--- src/rtl/seq_chunk_adder.sv ---
// seq_chunk_adder: multi-cycle WIDTH-bit add/subtract, CHUNK bits per clock with a registered inter-chunk carry
// Ports: clk/rst (async active-high); start/a/b/carryIn/sub sampled when ready=1;
//        ready high in IDLE and DONE; done one-cycle pulse; sum/carryOut/overflow registered at completion.
module seq_chunk_adder #(
  parameter int WIDTH = 64,
  parameter int CHUNK = 16
) (
  input  logic             clk,
  input  logic             rst,
  input  logic             start,
  input  logic [WIDTH-1:0] a,
  input  logic [WIDTH-1:0] b,
  input  logic             carryIn,
  input  logic             sub,
  output logic             ready,
  output logic             done,
  output logic [WIDTH-1:0] sum,
  output logic             carryOut,
  output logic             overflow
);
  localparam int N  = WIDTH / CHUNK;
  localparam int IW = (N > 1) ? $clog2(N) : 1;
  if (WIDTH % CHUNK != 0) begin : g_bad_chunk
    $error("seq_chunk_adder: WIDTH must be a multiple of CHUNK");
  end
  typedef enum logic [1:0] {IDLE, BUSY, DONE} state_t;
  state_t           state_q;
  logic [WIDTH-1:0] a_q, b_q, acc_q, acc_d, sum_q;
  logic [IW-1:0]    idx_q;
  logic             c_q, co_q, ov_q, done_q, ready_q;
  logic [CHUNK:0]   chunk_d;
  logic             ov_d, last_d;
  always_comb begin
    chunk_d = {1'b0, a_q[idx_q*CHUNK +: CHUNK]} + {1'b0, b_q[idx_q*CHUNK +: CHUNK]} + {{CHUNK{1'b0}}, c_q};
    acc_d = acc_q;
    acc_d[idx_q*CHUNK +: CHUNK] = chunk_d[CHUNK-1:0];
    ov_d = (a_q[WIDTH-1] == b_q[WIDTH-1]) && (acc_d[WIDTH-1] != a_q[WIDTH-1]);
    last_d = idx_q == IW'(N-1);
  end
  always_ff @(posedge clk or posedge rst) begin
    if (rst) begin
      state_q <= IDLE;
      a_q     <= '0;
      b_q     <= '0;
      acc_q   <= '0;
      sum_q   <= '0;
      idx_q   <= '0;
      c_q     <= 1'b0;
      co_q    <= 1'b0;
      ov_q    <= 1'b0;
      done_q  <= 1'b0;
      ready_q <= 1'b1;
    end else begin
      done_q <= 1'b0;
      if (state_q == BUSY) begin
        acc_q <= acc_d;
        c_q   <= chunk_d[CHUNK];
        idx_q <= idx_q + 1'b1;
        if (last_d) begin
          sum_q   <= acc_d;
          co_q    <= chunk_d[CHUNK];
          ov_q    <= ov_d;
          done_q  <= 1'b1;
          ready_q <= 1'b1;
          state_q <= DONE;
        end
      end else if (start) begin
        // subtraction folds into addition: a + ~b + !borrow_in
        a_q     <= a;
        b_q     <= sub ? ~b : b;
        c_q     <= carryIn ^ sub;
        idx_q   <= '0;
        ready_q <= 1'b0;
        state_q <= BUSY;
      end else begin
        ready_q <= 1'b1;
        state_q <= IDLE;
      end
    end
  end
  assign ready    = ready_q;
  assign done     = done_q;
  assign sum      = sum_q;
  assign carryOut = co_q;
  assign overflow = ov_q;
endmodule

--- config.mk ---
export PLATFORM = sky130hd
export DESIGN_NAME = seq_chunk_adder
export DESIGN_NICKNAME = d
export VERILOG_FILES = /design/src/rtl/seq_chunk_adder.sv
export SDC_FILE = /design/constraint.sdc
export NUM_CORES = 1
export LEC_CHECK = 0
export CELL_PAD_IN_SITES_DETAIL_PLACEMENT = 1
export CELL_PAD_IN_SITES_GLOBAL_PLACEMENT = 1
export CORE_ASPECT_RATIO = 0.5
export CORE_UTILIZATION = 46
export CTS_CLUSTER_DIAMETER = 120
export DETAILED_ROUTE_END_ITERATION = 12
export GPL_ROUTABILITY_DRIVEN = 0
export PLACE_DENSITY_LB_ADDON = 0.1
export SYNTH_ARGS = -nofsm -noshare
export SYNTH_HDL_FRONTEND = slang
export SYNTH_SLANG_ARGS = --single-unit
--- constraint.sdc ---
create_clock -name clk -period 24.4 [get_ports clk]
set_clock_uncertainty 0.2 [all_clocks]
set_input_delay 6.1 -clock clk [delete_from_list [all_inputs] [get_ports clk]]
set_output_delay 6.1 -clock clk [all_outputs]
set_load 0.02 [all_outputs]
After elaboration in Yosys (flattened, before gate mapping)
Index checks and enable logic that the tools add are counted.

Word-level logic and storage cells: 45. Input bits: 133. Output and inout port bits: 68. Register bits: 265.

Equal/unequal tests: 5. $add $sub $neg: 4. Muxes and demuxes: 14. Reduce and logical (&&, ||, !) cells: 4. Shifts and indexed selects: 4. Bitwise logic cells: 3.

Operator list (count): 64-bit by 7-bit variable part select with 16-bit output (2); 64-bit bitwise mux (1); 64-bit two-way mux (1); 64-bit NOT (1); 16-bit by 34-bit variable shift with 64-bit output (first input constant) (1); 16-bit by 34-bit variable part select with 64-bit output (1); 6-bit negator with 34-bit output (1); 16-bit by 16-bit adder with 17-bit output (1); 17-bit by 1-bit adder with 17-bit output (1); 1-bit two-way mux (8); 2-bit two-way mux (4); 2-bit AND reduction (2); 2-bit by 1-bit adder with 2-bit output (second input constant) (1); 2-bit by 1-bit equality test with 1-bit output (second input constant) (1); 2-bit equality test (second input constant) (1); 2-bit != test (second input constant) (1); 2-bit nonzero test (1); 1-bit equality test (1); 1-bit logical AND (1); 1-bit != test (1); 1-bit NOT (1); 1-bit XOR (1).

Longest topological paths before layout
Gate-level depths: netlist of the first run.

Depth after elaboration: 7. Mapped depth: 13. Mapped depth without buffers: 11.

Least setup slack after synthesis of the first run
OpenSTA, ideal clock, no wires.

Kind: in2reg. From: input port start. To: register a_q[0]. Arrival time: 7.253 ns. Library setup time: 0.125 ns. Path buffers: 3. Stages on the path: 5. Setup slack: 16.823 ns. Data required time: 24.075 ns. Cells stage by stage: nand2_1 > clkbuf_1 > clkbuf_1 > buf_2 > mux2_2.

Longest elaborated chain between the ends: 1.

Ends and longest elaborated chain: start: declaration (line 10) `input logic start,`; 2-bit AND reduction (no source line); end signal: assignment (line 43) `a_q <= '0;`; end signal: assignment (line 69) `a_q <= a;`; end: declaration (line 28) `logic [WIDTH-1:0] a_q, b_q, acc_q, acc_d, sum_q;`.

Every way passes these cells. A chain may end at the register's enable or synchronous reset.

Worst setup path after layout of the first run
Ends and elaborated chain as after synthesis.

==> impl_metrics.tcl, run 1 <==
set metrics [dict create \
    holdWs_ns 0.275 \
    design.die.area_sq_um 27500 \
    synth_area_leaders "dfrtp_1, mux2_2, mux4_2" \
    place_ws_ns 15.36 \
    ys_seq_area_share_pct 53.8 \
    final_net_count 1410 \
    grt_pass1_vias 10100 \
    final_common_cell "dfrtp_1" \
    synth-edff-count 0 \
    min_period_ns 8.52 \
    finalSetupTns_ns 0 \
    antennaDiodeCount 0 \
    finalCritPeriodShare_pct 34.9 \
    slew_violations 0 \
    core_region_area_sq_um 25800 \
    async_reset_ff_share_pct 100 \
    gr-usage-all-layers_pct 26.0 \
    worst_path_largest_cell_delay_ns 0.91 \
    drt_wl_total_microns 34400 \
    synth_warnings 0 \
    grt-ovfl-total 0 \
    fillers 2660 \
    crit_arrival_ns 8.73 \
    maxSlewHeadroom_pct 14.9 \
    clock-sinks 265 \
    netlist_area_sq_um 12300 \
    syn-num-nets 1246 \
    vias_per_cell 5.75 \
    critPathTopFamily "buffers and inverters" \
    use_met1_pct 35.4 \
    mostFrequentLayoutCells "dfrtp_1, clkdlybuf4s50_1, nand2_1" \
    cp-end-kind "flip-flop" \
    clock_latency_ns 0.54 \
    cts_buffer_depth 3 \
    ant_nets 0 \
    syn_avg_cell_area_sq_um 11.3 \
    netlist_instances 1090 \
    failed_checks "design-rule violations" \
    port_buffers 200 \
    die_x_microns 233 \
    final_cell_count_no_fill 1613 \
    rows 41 \
    path_class "primary input to flip-flop" \
    crit_path_start_kind "primary input" \
    die_h_microns 118 \
    ctsResizeCount 0 \
    io_pins 201 \
    path_cells "clkdlybuf4s50_1, nand2_4, buf_4, mux2_2" \
    grt.busiest_layer "met2" \
    hold_viol 0 \
    start_util_pct 47.8 \
    yosysUniqueCellTypes 48 \
    max_freq_mhz 117 \
    dr.pass1.iters 9 \
    cts.hold.buffers_added 0 \
    clk_pin_slew_ns 0.07 \
    grt_pass1_wl_microns 55600 \
    path_max_fanout 112 \
    tritoncts "built" \
    grt_max_degree 145 \
    setup_viol_count_final 0 \
    layout_setup_ws_ns 15.88 \
    status "finished with violations" \
    initialDrtViolationCount 638 \
    crit_required_ns 24.61 \
    cts.htree.levels 1 \
    met3_usage_pct 3.92 \
    vias 9269 \
    place_inst 1572 \
    antenna_found_initial 0 \
    synth_area_leader_cell "dfrtp_1" \
    yosysTopAreaCellShare_pct 53.6 \
    synth-main-ff-cell "dfrtp_1" \
    worstMarginPinSlew_ns 1.27 \
    dpl.hpwl_microns 23500 \
    slowest_stage "buf_4" \
    drc 10 \
    maxCapViolCount 0 \
    syn_to_final_growth_pct 25.1 \
    clock-root-buffer "clkbuf_16" \
    rsz0062_at_grt "no" \
    path_buf_inv 2 \
    numCtsBuffers 24 \
    drive_above_1_share_pct 13.1 \
    drt-wirelength-per-cell_microns 21.3 \
    min_path_type "flip-flop to flip-flop" \
    grt_use_met2_pct 43.8 \
    cts_setup_buffers 0 \
    synth-seq-cells 265 \
]
## state kept, by name, summed over array words and instances (netlist names)
name      cells
overflow      1
ready         1
idx_q         2
acc_q        64
done          1
sum          64
c_q           1
b_q          64
carryOut      1
state_q       2
a_q          64
## cell families (layout without fill, tap and decap cells)
family | after synthesis | after routing | share of synthesized area (%)
simple gates | 280 | 280 | 9.36
flops | 265 | 265 | 53.8
compound gates | 261 | 261 | 14.3
mux | 96 | 96 | 11.7
buf+inv | 88 | 267 | 2.79
xor+xnor | 77 | 77 | 5.60
fa+ha+maj | 23 | 23 | 2.46
## metrics by stage
step | util [%] | instance area (sq um)
CTS | 59.8 | 15400
detailed placement | 56.6 | 14600
global route | 59.8 | 15400
global placement | 56.6 | 14600
finish | 59.8 | 15400
floorplan | - | 12300
## tightest hold or removal path, stage by stage (launching register included)
cell,delay [ns]
dfrtp_1,0.34
nand2_1,0.04
o21ai_0,0.06
## routing by layer
layer	up-vias	routed length (microns)
met3	52	1360
li1	4203	-
met1	4811	15500
met4	0	771
met5	-	0
met2	203	16800
## synth_stat cells, types with 15 or more instances
| cell | instances |
|---|---|
| dfrtp_1 | 264 |
| nand2_1 | 122 |
| nor2_1 | 115 |
| o21ai_0 | 110 |
| xnor2_1 | 69 |
| mux2_2 | 64 |
| clkbuf_1 | 61 |
| a221oi_1 | 46 |
| a22o_1 | 44 |
| a21oi_1 | 33 |
| mux4_2 | 32 |
| ha_1 | 21 |
| inv_1 | 15 |
## cell type report
cell class,count,area [sq um],share of cell area (%)
flip-flops and latches,265,6640,43.1
multi-input cells,737,5360,34.8
repair buffers,211,2080,13.5
clock buffers,37,761,4.94
well taps,344,430,2.79
clock inverters,4,75.1,0.487
inverters,15,63.8,0.414
## path summary, 6_finish.rpt
path / from / end / slack [ns] / depth (start not counted)
worst max register to register: idx_q[0] / sum[44] / 19.48 / 11
worst min-delay path: acc_q[28] / acc_q[28] / 0.28 / 2
worst max-delay path: start / a_q[0] / 15.88 / 4
max in group asynchronous: rst / b_q[44] / 16.54 / 3
worst min register to register: acc_q[28] / acc_q[28] / 0.28 / 2
min in group asynchronous: rst / sum[48] / 5.98 / 2
Power of run 1 is left out: the tool's default activity adds up to more than one toggle a clock period on the data nets, which glitch-free logic cannot reach.
==> run 2: changes to the inputs <==
- CORE_UTILIZATION: 46 -> 38
- clock period: 24.4 -> 6.8 ns (I/O delays scaled with it)
==> impl_metrics.tcl, run 2 (synthesized netlist as in run 1, its figures left out) <==
set metrics [dict create \
    crit_arrival_ns 4.70 \
    rsz0062_at_grt "no" \
    final_net_count 1416 \
    worstMarginPinSlew_ns 1.26 \
    path_cells "mux4_2, inv_1, fa_1, fa_1, nand2b_1, a21oi_1, o21ai_0, nor2b_1, xnor2_1, a221oi_1, nor2_1" \
    path_class "flip-flop to flip-flop" \
    path_buf_inv 1 \
    status "finished, final reports clean" \
    grt.busiest_layer "met2" \
    clock_latency_ns 0.55 \
    met3_usage_pct 3.66 \
    mostFrequentLayoutCells "dfrtp_1, clkdlybuf4s50_1, nand2_1" \
    grt-ovfl-total 0 \
    cts_setup_buffers 0 \
    vias 9077 \
    core_region_area_sq_um 31800 \
    cp-end-kind "flip-flop" \
    holdWs_ns 0.270 \
    max_freq_mhz 226 \
    drt-wirelength-per-cell_microns 20.4 \
    cts_buffer_depth 3 \
    min_period_ns 4.43 \
    syn_to_final_growth_pct 26.9 \
    clock-sinks 265 \
    use_met1_pct 29.5 \
    port_buffers 200 \
    drive_above_1_share_pct 13.5 \
    slew_violations 0 \
    antenna_found_initial 1 \
    grt_max_degree 167 \
    cts.htree.levels 1 \
    final_common_cell "dfrtp_1" \
    setup_viol_count_final 0 \
    finalSetupTns_ns 0 \
    design.die.area_sq_um 33200 \
    grt_pass1_vias 9617 \
    grt_use_met2_pct 35.3 \
    ant_nets 0 \
    maxSlewHeadroom_pct 15.5 \
    vias_per_cell 5.31 \
    gr-usage-all-layers_pct 21.4 \
    dr.pass1.iters 5 \
    start_util_pct 38.8 \
    drc 0 \
    place_ws_ns 2.37 \
    clk_pin_slew_ns 0.07 \
    layout_setup_ws_ns 2.37 \
    crit_required_ns 7.06 \
    die_h_microns 129 \
    crit_top_cell "fa_1" \
    clock-root-buffer "clkbuf_16" \
    finalCritPeriodShare_pct 65.2 \
    numCtsBuffers 26 \
    grt_pass1_wl_microns 55200 \
    worst_path_largest_cell_delay_ns 0.97 \
    ctsResizeCount 0 \
    die_x_microns 257 \
    hold_viol 0 \
    initialDrtViolationCount 476 \
    critPathTopFamily "XOR/XNOR gates" \
    cts.hold.buffers_added 0 \
    path_max_fanout 20 \
    dpl.hpwl_microns 24500 \
    slowest_stage "xnor2_1" \
    maxCapViolCount 0 \
    tritoncts "built" \
    io_pins 201 \
    rows 46 \
    crit_path_start_kind "flip-flop" \
    min_path_type "flip-flop to flip-flop" \
    drt_wl_total_microns 34900 \
]
[run 2: changes by cell type in the layout (fill, tap and decap cells not counted)]
cell	before	now
buf_4	12	15
inv_8	1	0
clkinv_2	0	3
clkbuf_16	25	27
diode_2	0	1
clkbuf_8	9	4
buf_12	0	1
bufinv_16	2	5
clkbuf_1	3	4
[run 2: layer usage]
| metal | vias to the layer above | wire length (microns) | share of wire, % |
|---|---|---|---|
| li1 | 4206 | - | - |
| met1 | 4625 | 16100 | 46 |
| met2 | 188 | 16700 | 48 |
| met3 | 58 | 1330 | 3.8 |
| met4 | 0 | 778 | 2.2 |
| met5 | - | 0 | 0 |
[run 2: worst paths after layout]
| kind | from | to | slack (ns) | cells past startpoint |
|---|---|---|---|---|
| worst max-delay path | idx_q[0] | sum[54] | 2.37 | 11 |
| worst min-delay path | acc_q[9] | acc_q[9] | 0.27 | 2 |
| worst max register to register | idx_q[0] | sum[54] | 2.37 | 11 |
| worst min register to register | acc_q[9] | acc_q[9] | 0.27 | 2 |
| max in group asynchronous | rst | b_q[13] | 3.84 | 3 |
| min in group asynchronous | rst | sum[49] | 1.34 | 2 |
[run 2: worst min-delay path, cell delays in order (launching register included)]
cell     delay [ns]
dfrtp_1        0.34
nand2_1        0.04
o21ai_0        0.06
[run 2: final cells by class]
type	instances	area [sq um]
Antenna cell	1	2.50
Clock buffer	35	746
Clock inverter	9	173
Fill cell	3346	16100
Inverter	15	60.1
Multi-Input combinational cell	737	5360
Sequential cell	265	6640
Tap cell	432	541
Timing Repair Buffer	215	2120
[run 2: through the flow]
step	instance area, sq um	util, %	std cells
floorplan	12300	-	1090
CTS	15600	49.2	1708
finish	15600	49.2	1709
detailed placement	14700	46.3	1664
global placement	14700	46.3	1664
global route	15600	49.2	1709
Power of run 2 is left out for the same reason.
